**config.mk**
```make
export PLATFORM = sky130hd
export DESIGN_NAME = mem_execute
export DESIGN_NICKNAME = d
export VERILOG_FILES = /design/src/rtl/mem_execute_pkg.sv /design/src/rtl/mem_execute_align.sv /design/src/rtl/mem_execute.sv
export SDC_FILE = /design/constraint.sdc
export NUM_CORES = 1
export LEC_CHECK = 0
export CORE_MARGIN = 5
export CORE_UTILIZATION = 43
export DETAILED_ROUTE_END_ITERATION = 7
export PLACE_DENSITY = 0.88
export SYNTH_ARGS = -nofsm -noshare
export SYNTH_HDL_FRONTEND = slang
export SYNTH_SLANG_ARGS = --single-unit
export TNS_END_PERCENT = 20
```
**constraint.sdc**
```tcl
create_clock -name i_clk -period 2.5 [get_ports i_clk]
set_input_delay 0.375 -clock i_clk [delete_from_list [all_inputs] [get_ports i_clk]]
set_output_delay 0.375 -clock i_clk [all_outputs]
set_load 0.02 [all_outputs]
```
**src/rtl/mem_execute_pkg.sv**
```systemverilog
// ============================================================================
// Module  : mem_execute_pkg
// Brief   : Shared core types: opcodes, memory-op encoding, LSU FSM states.
// Revision: 1.0 - initial release
// ============================================================================
`default_nettype none

package mem_execute_pkg;

    typedef enum logic [6:0] {
        OPC_LOAD   = 7'b0000011,
        OPC_OP_IMM = 7'b0010011,
        OPC_STORE  = 7'b0100011,
        OPC_OP     = 7'b0110011
    } opcode_t;

    typedef enum logic [2:0] {
        MEM_LB  = 3'd0,
        MEM_LH  = 3'd1,
        MEM_LW  = 3'd2,
        MEM_LBU = 3'd3,
        MEM_LHU = 3'd4,
        MEM_SB  = 3'd5,
        MEM_SH  = 3'd6,
        MEM_SW  = 3'd7
    } mem_op_t;

    typedef logic [1:0] mem_state_t;
    localparam mem_state_t c_st_idle = 2'd0;
    localparam mem_state_t c_st_req  = 2'd1;
    localparam mem_state_t c_st_wb   = 2'd2;
    localparam mem_state_t c_st_err  = 2'd3;

    function automatic logic is_store(input mem_op_t op);
        return (op == MEM_SB) || (op == MEM_SH) || (op == MEM_SW);
    endfunction

    // Alignment is judged on the natural size of the access, not the bus width.
    function automatic logic is_misaligned(input mem_op_t op, input logic [1:0] ea_lo);
        case (op)
            MEM_LH, MEM_LHU, MEM_SH: return ea_lo[0];
            MEM_LW, MEM_SW:          return (ea_lo != 2'b00);
            default:                 return 1'b0;
        endcase
    endfunction

endpackage

`default_nettype wire

```
**src/rtl/mem_execute_align.sv**
```systemverilog
// ============================================================================
// Module  : mem_align
// Brief   : Lane extraction/extension of load data, byte enables and
//           replicated write data for stores.
// Revision: 1.0 - initial release
// ============================================================================
`default_nettype none

module mem_align
    import mem_execute_pkg::*;
#(
    parameter int DW = 32
) (
    input  mem_op_t                     i_op,
    input  logic [$clog2(DW/8)-1:0]     i_lane,
    input  logic [31:0]                 i_store_data,
    input  logic [DW-1:0]               i_rdata,
    output logic [DW/8-1:0]             o_byte_en,
    output logic [DW-1:0]               o_wdata,
    output logic [31:0]                 o_load_data
);

    localparam int c_nb = DW / 8;
    localparam logic [c_nb-1:0] c_be_b = c_nb'(4'h1);
    localparam logic [c_nb-1:0] c_be_h = c_nb'(4'h3);
    localparam logic [c_nb-1:0] c_be_w = c_nb'(4'hF);

    logic [DW-1:0] w_shifted;

    // Bring the addressed lane down to bit 0 so extraction is lane-agnostic.
    assign w_shifted = i_rdata >> {i_lane, 3'b000};

    always_comb begin
        o_byte_en   = '0;
        o_wdata     = '0;
        o_load_data = '0;
        case (i_op)
            MEM_LB:  o_load_data = {{24{w_shifted[7]}}, w_shifted[7:0]};
            MEM_LH:  o_load_data = {{16{w_shifted[15]}}, w_shifted[15:0]};
            MEM_LW:  o_load_data = w_shifted[31:0];
            MEM_LBU: o_load_data = {24'b0, w_shifted[7:0]};
            MEM_LHU: o_load_data = {16'b0, w_shifted[15:0]};
            MEM_SB: begin
                o_byte_en = c_be_b << i_lane;
                o_wdata   = {(DW/8){i_store_data[7:0]}};
            end
            MEM_SH: begin
                o_byte_en = c_be_h << i_lane;
                o_wdata   = {(DW/16){i_store_data[15:0]}};
            end
            MEM_SW: begin
                o_byte_en = c_be_w << i_lane;
                o_wdata   = {(DW/32){i_store_data}};
            end
            default: ;
        endcase
    end

endmodule

`default_nettype wire

```
**src/rtl/mem_execute.sv**
```systemverilog
// ============================================================================
// Module  : mem_execute
// Brief   : Load/store execute stage: EA calc, LSU handshake with timeout,
//           load write-back and misalignment reporting.
// Revision: 1.0 - initial release
// ============================================================================
`default_nettype none

module mem_execute
    import mem_execute_pkg::*;
#(
    parameter int AW      = 32,
    parameter int DW      = 32,
    parameter int TIMEOUT = 255
) (
    input  logic              i_clk,
    input  logic              i_rst,
    input  logic              i_clk_en,
    input  logic              i_stall,
    input  logic              i_valid,
    input  mem_op_t           i_memop,
    input  logic [31:0]       i_rs1_val,
    input  logic [31:0]       i_rs2_val,
    input  logic [31:0]       i_imm,
    input  logic [4:0]        i_rd,
    output logic              o_busy,
    output logic              o_lsu_read,
    output logic              o_lsu_write,
    output logic [AW-1:0]     o_lsu_addr,
    output logic [DW/8-1:0]   o_lsu_byte_en,
    output logic [DW-1:0]     o_lsu_wdata,
    input  logic [DW-1:0]     i_lsu_rdata,
    input  logic              i_lsu_ack,
    output logic              o_wb_valid,
    output logic [4:0]        o_wb_rd,
    output logic [31:0]       o_wb_data,
    output logic              o_store_done,
    output logic              o_misalign,
    output logic              o_timeout
);

    localparam int          c_lane_w   = $clog2(DW/8);
    localparam logic [15:0] c_tmo_last = 16'(TIMEOUT - 1);

    mem_state_t       r_state;
    mem_op_t          r_op;
    logic [AW-1:0]    r_ea;
    logic [4:0]       r_rd;
    logic [31:0]      r_store_data;
    logic [15:0]      r_tmo_cnt;
    logic             r_lsu_read;
    logic             r_lsu_write;
    logic             r_wb_valid;
    logic [4:0]       r_wb_rd;
    logic [31:0]      r_wb_data;
    logic             r_store_done;
    logic             r_misalign;
    logic             r_timeout;

    logic [31:0]      w_sum;
    logic [AW-1:0]    w_ea;
    logic [DW/8-1:0]  w_byte_en;
    logic [DW-1:0]    w_wdata;
    logic [31:0]      w_load_data;

    assign w_sum = i_rs1_val + i_imm;

    generate
        if (AW <= 32) begin : g_ea_trunc
            assign w_ea = w_sum[AW-1:0];
        end else begin : g_ea_ext
            assign w_ea = {{(AW-32){1'b0}}, w_sum};
        end
    endgenerate

    // Lane formatting works from captured request state so LSU outputs stay
    // stable for the whole request.
    mem_align #(.DW(DW)) u_align (
        .i_op         (r_op),
        .i_lane       (r_ea[c_lane_w-1:0]),
        .i_store_data (r_store_data),
        .i_rdata      (i_lsu_rdata),
        .o_byte_en    (w_byte_en),
        .o_wdata      (w_wdata),
        .o_load_data  (w_load_data)
    );

    assign o_busy        = (r_state != c_st_idle);
    assign o_lsu_read    = r_lsu_read;
    assign o_lsu_write   = r_lsu_write;
    assign o_lsu_addr    = {r_ea[AW-1:c_lane_w], {c_lane_w{1'b0}}};
    assign o_lsu_byte_en = w_byte_en;
    assign o_lsu_wdata   = w_wdata;
    assign o_wb_valid    = r_wb_valid;
    assign o_wb_rd       = r_wb_rd;
    assign o_wb_data     = r_wb_data;
    assign o_store_done  = r_store_done;
    assign o_misalign    = r_misalign;
    assign o_timeout     = r_timeout;

    always_ff @(posedge i_clk) begin
        if (i_rst) begin
            r_state      <= c_st_idle;
            r_op         <= MEM_LB;
            r_ea         <= '0;
            r_rd         <= '0;
            r_store_data <= '0;
            r_tmo_cnt    <= '0;
            r_lsu_read   <= 1'b0;
            r_lsu_write  <= 1'b0;
            r_wb_valid   <= 1'b0;
            r_wb_rd      <= '0;
            r_wb_data    <= '0;
            r_store_done <= 1'b0;
            r_misalign   <= 1'b0;
            r_timeout    <= 1'b0;
        end else if (i_clk_en) begin
            r_store_done <= 1'b0;
            r_misalign   <= 1'b0;
            r_timeout    <= 1'b0;
            case (r_state)
                c_st_idle: begin
                    if (i_valid && !i_stall) begin
                        r_op         <= i_memop;
                        r_ea         <= w_ea;
                        r_rd         <= i_rd;
                        r_store_data <= i_rs2_val;
                        r_tmo_cnt    <= '0;
                        if (is_misaligned(i_memop, w_ea[1:0])) begin
                            r_state    <= c_st_err;
                            r_misalign <= 1'b1;
                        end else begin
                            r_state     <= c_st_req;
                            r_lsu_read  <= !is_store(i_memop);
                            r_lsu_write <= is_store(i_memop);
                        end
                    end
                end
                c_st_req: begin
                    // Ack takes precedence over an expiring timeout.
                    if (i_lsu_ack) begin
                        r_lsu_read  <= 1'b0;
                        r_lsu_write <= 1'b0;
                        if (is_store(r_op)) begin
                            r_store_done <= 1'b1;
                            r_state      <= c_st_idle;
                        end else if (r_rd != 5'd0) begin
                            r_wb_valid <= 1'b1;
                            r_wb_rd    <= r_rd;
                            r_wb_data  <= w_load_data;
                            r_state    <= c_st_wb;
                        end else begin
                            r_state <= c_st_idle;
                        end
                    end else if (r_tmo_cnt == c_tmo_last) begin
                        r_lsu_read  <= 1'b0;
                        r_lsu_write <= 1'b0;
                        r_timeout   <= 1'b1;
                        r_state     <= c_st_idle;
                    end else begin
                        r_tmo_cnt <= r_tmo_cnt + 16'd1;
                    end
                end
                c_st_wb: begin
                    if (!i_stall) begin
                        r_wb_valid <= 1'b0;
                        r_state    <= c_st_idle;
                    end
                end
                default: begin
                    r_state <= c_st_idle;
                end
            endcase
        end
    end

endmodule

`default_nettype wire

```
Yosys cells after proc, flatten, opt, wreduce, memory -nomap -nowiden
Index checks and enable logic that the tools add are counted.

cells by class
  muxes and demuxes = 42
  shift operators = 4
  reductions and logical operators = 22
  equal/unequal tests = 25
  add/subtract/negate cells = 2
  bitwise operators = 1

operators by type and width
  cell                     count
  $pmux W32 S5             1
  $pmux W32 S3             1
  $mux W16                 3
  $add A32 B32 Y32         1
  $pmux W16 S2             1
  $shr A32 B5 Y32          1
  $eq A3 B3 Y1 const B     8
  $mux W1                  23
  $add A16 B1 Y16 const B  1
  $eq A16 B8 Y1 const B    1
  $ne A2 B2 Y1 const B     8
  $reduce_and A5 Y1        3
  $mux W2                  7
  $pmux W4 S3              1
  $eq A3 B2 Y1 const B     3
  $pmux W1 S2              4
  $reduce_bool A2 Y1       4
  $eq A3 B1 Y1 const B     2
  $pmux W2 S3              1
  $reduce_and A6 Y1        1
  $reduce_bool A5 Y1       1
  $logic_or A1 B1 Y1       4
  $reduce_and A4 Y1        1
  $shl A1 B2 Y4 const A    1
  other kinds (13)         14

word-level totals
  input port bits = 142
  register bits after elaboration = 133
  output and inout port bits = 112
  word-level logic and storage cells = 110

Logic depth before layout (Yosys ltp)
Gate-level depths: netlist (run 1).

  depth in word-level cells = 10
  gate-level depth with buffers = 9
  depth with buffers taken out = 9

Hierarchy
From an unflattened synthesis (run 1), not the netlist that was laid out.

second synthesis, totals
  cell total of the unflattened synthesis = 1116
  area, all modules = 8553.2 sq um

modules (own cells, without submodules)
  module       area each (sq um)  cells each  sequential area each (sq um)  instances
  mem_execute  7168.1             921         2662.6                        1
  mem_align    1385.1             195         0.0                           1

Worst setup path after synthesis (run 1)
Ideal clock, no wire load.

  kind = in2reg
  start = input i_rs1_val[0]
  end = register r_ea[16]
  required time = 2.383 ns
  library setup time = 0.117 ns
  arrival = 2.220 ns
  slack = 0.163 ns
  stages on the path = 9
  buffers on the path = 0
  path through = ha_1 > fa_1 > a211oi_1 > o21ai_1 > a31o_2 > o21ai_0 > o21ai_0 > xor2_1 > a22o_1

on the way
  word-level cells in the longest chain between the ends = 1

ends and longest elaborated chain
  element               RTL line            source
  start, declared       mem_execute.sv:22   input logic [31:0] i_rs1_val,
  $add A32 B32 Y32      mem_execute.sv:66   assign w_sum = i_rs1_val + i_imm;
  end signal, assigned  mem_execute.sv:125  r_ea <= w_ea;
  end, declared         mem_execute.sv:47   logic [AW-1:0] r_ea;

Every way passes these cells.
A chain may end at the register's enable or synchronous reset.

Final worst setup path (run 1)
  start = register r_op[0]
  end = output o_lsu_wdata[1]

on the way
  word-level cells in the longest chain between the ends = 2
  elaborated cells between the ends (all ways) = 4
  classes of those cells = 3 x eq/ne; 1 x mux

ends and longest elaborated chain
  element                 RTL line                 source
  start, declared         mem_execute.sv:46        mem_op_t r_op;
  start signal, assigned  mem_execute.sv:124       r_op <= i_memop;
  $eq A3 B3 Y1            mem_execute_align.sv:37  case (i_op)
  $pmux W32 S3 *          mem_execute_align.sv:37
  end, declared           mem_execute.sv:31        output logic [DW-1:0] o_lsu_wdata,

Mark *: on every way between the ends. The rest lies on a longest branch, timed or not.

==> flow_summary.toml, run 1 <==
[yosys]
ys_ff_latch = 133
syn_inst = 1095
async_flop_share_pct = 0
synth_edf_count = 0
synth_most_common_cell = "nand2_1"
ys_seq_area_share_pct = 31.96
yosys.area.top_type = "dfxtp_1"
netlist.area_leader.share_pct = 31.96
synthesis.area_sq_um = 8332
yosys_warnings = 0
synthTopCellsByArea = "dfxtp_1, a21oi_1, nand2_1"
syn_area_per_cell_sq_um = 7.609
synth_flop_cell = "dfxtp_1"
synth.distinct_cells = 80
synth_common_cells = "nand2_1, a21oi_1, dfxtp_1"

[final_layout]
fin_area_sq_um = 11930
syn_to_final_growth_pct = 43.23
nNetsFinal = 1529
utilization_pct = 61.93
ff_latch_area_sq_um = 2665
finalNonFillerCells = 1631
drive_above_1_share_pct = 12.81
fillCellCount = 1655
multi_input_area_sq_um = 5087
antenna_cells = 0

[placed_design]
dpl_cell_area_sq_um = 11310
numPortBuffers = 251
dp.cells = 1598
pre_cts_ws_ns = -0.5223
gp_congestion = 0.9586
dpl.hpwl_um = 20690

[clock_tree]
cts_tree = "done"
cts-htree-levels = 4
path_clk_slew_ns = 0.06
cts_buffer_depth = 2
clk_latency_ns = 0.41
cts.sinks = 133
numCtsBuffers = 17
postCtsHoldBufs = 0
cts-root-buf = "clkbuf_16"

[power_and_ir_drop]
power_density_nw_per_um2 = 487.9
intPower_mw = 4.113
p_leak_nw = 4.806
switching_share_pct = 29.36
clkPwrFrac_pct = 39.2
p_seq_share_pct = 38.2
power.switching_mw = 1.710
power.total_mw = 5.823
p_comb_share_pct = 22.6
ir_drop_v = 0.0003879

[routing]
drt_iter0_markers = 570
num_vias = 8867
drt.antenna.violating_nets = 0
drcViolationCount = 0
avgViaCountPerCell = 5.437
wirelength_um = 27420
avgRoutedWirePerCell_um = 16.81
firstDrtPassIters = 6

[worst_hold_path]
hp-class = "in2reg"

[worst_setup_path]
cp.required_ns = 2.12
path_cells = "o21a_2 > buf_4 > and2_1 > clkdlybuf4s50_1"
max_stage_delay_ns = 0.62
cp.arrival_ns = 2.06
critPathSlowestCell = "clkdlybuf4s50_1"
start_kind = "register"
crit_type = "reg2out"
path_max_fanout = 11
worst_setup_path_end_kind = "primary output"

[sta]
max_freq_mhz = 410.7
finalHoldViolCount = 0
fin_crit_sh_pct = 97.39
tightest_slew_ns = 0.7069
maxSlewViolCount = 0
whs_ns = 0.4404
fin_crit_ns = 2.435
setup_tns_ns = 0
slew_headroom_pct = 52.87
setup_viol = 0
finClkSkew_ns = 0.009740
layout_setup_ws_ns = 0.06517

[global_routing]
grt_pass1_vias = 8542
grt_pass1_wl_um = 42300
grt_antenna_before_repair = 0
grt_max_degree = 46
grt_overflow = 0
grt_usage_pct = 23.25

[die]
rows = 51
core_area_sq_um = 19270
ios = 254
die_area_sq_um = 22260
start_util_pct = 43.23
die_h_um = 149.2
die-width_um = 149.2

[job]
drv_cap = 0

[run_status]
status = "completed"
==> repair_timing <==
item,CTS,global route
pin swaps,0,3
gates resized for setup,7,26
buffers inserted,0,1
endpoints found under the setup margin,36,31
==> cell type report <==
class	count	share of cell area [%]
tap	265	2.778
clock inverter	14	0.8702
multi-input combinational	846	42.63
timing repair buffer	339	27.29
sequential	133	22.33
inverter	16	0.5033
clock buffer	18	3.596
==> cell families after synthesis <==
kind of cell | synth area share [%]
flops | 31.96
other cells | 0.04501
mux | 3.965
buf+inv | 7.494
compound gates | 24.46
fa+ha+maj | 5.196
simple gates | 24.15
xor+xnor | 2.733
==> registers in the layout, summed over array words and instances, names as in the netlist <==
| name | cells |
|---|---|
| o_wb_data | 32 |
| r_ea | 32 |
| r_store_data | 32 |
| r_tmo_cnt | 16 |
| o_wb_rd | 5 |
| r_rd | 5 |
| r_op | 3 |
| r_state | 2 |
| o_lsu_read | 1 |
| o_lsu_write | 1 |
| o_misalign | 1 |
| o_store_done | 1 |
| o_timeout | 1 |
| o_wb_valid | 1 |
==> path summary, 6_finish.rpt <==
check	cells past startpoint	to	slack (ns)	startpoint
setup reg to reg	7	r_tmo_cnt[15]$_SDFFE_PP0P_	0.19	r_tmo_cnt[11]$_SDFFE_PP0P_
hold reg to reg	2	r_ea[24]$_SDFFE_PP0P_	0.45	r_ea[24]$_SDFFE_PP0P_
setup / recovery	4	o_lsu_wdata[1]	0.07	r_op[0]$_SDFFE_PP0P_
hold / removal	2	r_store_data[29]$_SDFFE_PP0P_	0.44	i_rst
==> critical path, delay by kind of cell, from the launching register on <==
family / cells / cell delay (ns)
AOI/OAI and AO/OA: 1 / 0.24
and+or+nand+nor: 1 / 0.17
DFF: 1 / 0.43
buffers and inverters: 2 / 0.80
==> power by group through the flow <==
stage               clock, mW  combinational, mW  sequential [mW]
finish                   2.28               1.32             2.23
global route             2.43               1.42             2.23
CTS                      2.32               1.30             2.22
detailed placement          0               1.29             2.27
global placement            0               1.26             2.27
floorplan                   0              0.722             2.26
==> layer usage <==
layer | global-route usage, % | vias up | share of wire, %
li1 | - | 4309 | -
met1 | 28.16 | 4116 | 41
met2 | 39.99 | 373 | 49
met3 | 4.710 | 69 | 6.9
met4 | 10.07 | 0 | 3.2
met5 | 0 | - | 0
==> cells in the final DEF (no fill, tap or decap), types with 4 or more instances in the layout <==
cell type and n:
nor2b_1 34, o21ai_1 6, o21ai_0 69, a211oi_1 8, mux2_2 8, a21oi_1 157, xor2_1 11, xnor2_1 15
inv_1 16, inv_6 4, mux2i_1 24, nor3_2 4, a21o_1 19, nand2b_1 5, a31oi_1 4, or3_1 7
dlymetal6s2s_1 21, nand2_1 203, and2_1 19, buf_4 86, nand3_1 20, o211ai_1 13, clkbuf_16 17, and3_1 6
dfxtp_1 131, ha_1 32, nor3_1 25, nand4_1 16, a22oi_1 11, clkdlybuf4s50_1 226, o21a_1 5, clkinv_2 4
a21oi_2 4, nor2_1 52
No activity file was read; power rests on OpenSTA's default activity.
==> run 2, diff against run 1 <==
- CAP_MARGIN: not set -> 30
- CTS_CLUSTER_SIZE: not set -> 30
- GPL_ROUTABILITY_DRIVEN: not set -> 0
==> flow_summary.toml, run 2 (synthesized netlist as in run 1, its figures left out) <==
[clock_tree]
cts-root-buf = "clkbuf_16"
path_clk_slew_ns = 0.06
cts_tree = "done"
clk_latency_ns = 0.42
postCtsHoldBufs = 0
cts.sinks = 133
cts_buffer_depth = 2
cts-htree-levels = 4
numCtsBuffers = 17

[job]
drv_cap = 0

[routing]
num_vias = 8978
drcViolationCount = 0
avgRoutedWirePerCell_um = 16.94
avgViaCountPerCell = 5.508
firstDrtPassIters = 7
wirelength_um = 27620
drt.antenna.violating_nets = 0
drt_iter0_markers = 634

[sta]
max_freq_mhz = 414.2
fin_crit_ns = 2.414
fin_crit_sh_pct = 96.58
whs_ns = 0.3772
rsz0062_at_grt = "true"
setup_viol = 0
finClkSkew_ns = 0.009641
finalHoldViolCount = 0
tightest_slew_ns = 0.6901
maxSlewViolCount = 0
slew_headroom_pct = 53.90

[power_and_ir_drop]
p_leak_nw = 4.721
clkPwrFrac_pct = 43.9
switching_share_pct = 27.79
p_comb_share_pct = 20.9
p_seq_share_pct = 35.2
intPower_mw = 4.569
power.switching_mw = 1.758
power_density_nw_per_um2 = 526.4
ir_drop_v = 0.0004207

[die]
rows = 51
die-width_um = 149.2
die_h_um = 149.2
die_area_sq_um = 22260
start_util_pct = 43.23
core_area_sq_um = 19270
ios = 254

[worst_setup_path]
max_stage_delay_ns = 0.65
reg2reg_from = "r_op[0]$_SDFFE_PP0P_"
r2r_slack_ns = 0.24
crit_type = "reg2out"
critPathSlowestCell = "clkdlybuf4s50_1"
path_max_fanout = 10
worst_setup_path_end_kind = "primary output"
path_cells = "o21a_2 > nand2_1 > a21oi_1 > clkdlybuf4s50_1"
r2r_end = "o_wb_data[26]$_SDFFE_PP0P_"
cp.arrival_ns = 2.04
cp.required_ns = 2.12
start_kind = "register"
ff2ff_path_depth = 8

[worst_hold_path]
hp-class = "in2reg"
min_to = "r_ea[24]$_SDFFE_PP0P_"
hp-start = "i_rst"
holdPathStages = 4

[placed_design]
dpl_cell_area_sq_um = 11310
dp.cells = 1597
dpl.hpwl_um = 20630
numPortBuffers = 251

[final_layout]
layout.cells.most_common = "clkdlybuf4s50_1"
multi_input_area_sq_um = 5094
fillCellCount = 1602
layout_common_cells = "clkdlybuf4s50_1, nand2_1, a21oi_1"
syn_to_final_growth_pct = 44.27
drive_above_1_share_pct = 12.97
nNetsFinal = 1528
finalNonFillerCells = 1630
fin_area_sq_um = 12020
utilization_pct = 62.38
ff_latch_area_sq_um = 2669
antenna_cells = 0

[global_routing]
grt_pass1_vias = 8704
grt_antenna_before_repair = 0
grt_overflow = 0
grt_pass1_wl_um = 43030
grt_max_degree = 51
grt_usage_pct = 23.67

[run_status]
status = "completed"
run 2: changes by cell type in the layout (fill, tap and decap cells not counted), moves of 2 or more:
| cell | before | now |
|---|---|---|
| bufinv_16 | 0 | 4 |
| dlygate4sd2_1 | 3 | 12 |
| clkinvlp_4 | 3 | 1 |
| clkinv_2 | 4 | 0 |
| inv_8 | 0 | 3 |
| dlymetal6s2s_1 | 21 | 11 |
run 2: cell type report:
class | instances | share of cell area (%)
Clock inverter | 14 | 1.780
Inverter | 16 | 0.4996
Timing Repair Buffer | 338 | 26.73
Multi-Input combinational cell | 846 | 42.38
Clock buffer | 18 | 3.654
Tap cell | 265 | 2.758
Sequential cell | 133 | 22.20
run 2: layer usage:
layer  vias up  global-route usage, %  part of all wire (%)
met5         -                      0                     0
met4         0                  11.44                   4.5
met3       100                  4.801                   7.1
met2       403                  40.94                    49
met1      4147                  28.00                    40
li1       4328                      -                     -
run 2: power by group through the flow:
stage | clock, mW | sequential, mW | combinational [mW]
final | 2.78 | 2.23 | 1.32
after CTS | 2.82 | 2.22 | 1.30
after detailed placement | 0 | 2.27 | 1.28
after global routing | 2.93 | 2.23 | 1.42
after floorplan | 0 | 2.26 | 0.722
after global placement | 0 | 2.27 | 1.25
run 2: worst max-delay path by stage:
stage | from | endpoint | slack (ns) | cells after the start
final | r_op[2]$_SDFFE_PP0P_ | o_lsu_byte_en[2] | 0.09 | 4
after global routing | i_imm[11] | r_ea[31]$_SDFFE_PP0P_ | -0.06 | 10
after CTS | r_op[1]$_SDFFE_PP0P_ | o_lsu_wdata[28] | -0.007 | 5
after detailed placement | i_rs1_val[0] | r_ea[26]$_SDFFE_PP0P_ | -0.48 | 10
after global placement | i_rs1_val[0] | r_ea[26]$_SDFFE_PP0P_ | -0.40 | 10
after floorplan | i_rs1_val[0] | r_ea[16]$_SDFFE_PP0P_ | 0.16 | 9
run 2: timing repair:
item                                    in CTS  in global routing
pin swaps                                    0                  5
gates resized for setup                     18                 17
setup buffers                                0                  1
endpoints found under the setup margin      39                 21
run 2: critical path: cells and delay by family, from the launching register on:
family                 cells  cell delay (ns)
AND/OR/NAND/NOR            1             0.09
AO/OA/AOI/OAI              2             0.47
buffers and inverters      1             0.65
flip-flops                 1             0.43
run 2: per-stage QoR:
| step | setup slack [ns] | setup TNS (ns) | total power, mW |
|---|---|---|---|
| after floorplan | 0.1628 | 0 | 2.978 |
| after global placement | -0.3971 | -5.210 | 3.521 |
| after detailed placement | -0.4791 | -7.381 | 3.552 |
| after CTS | -0.006705 | -0.006705 | 6.342 |
| after global routing | -0.05773 | -0.1490 | 6.579 |
| final | 0.08555 | 0 | 6.327 |
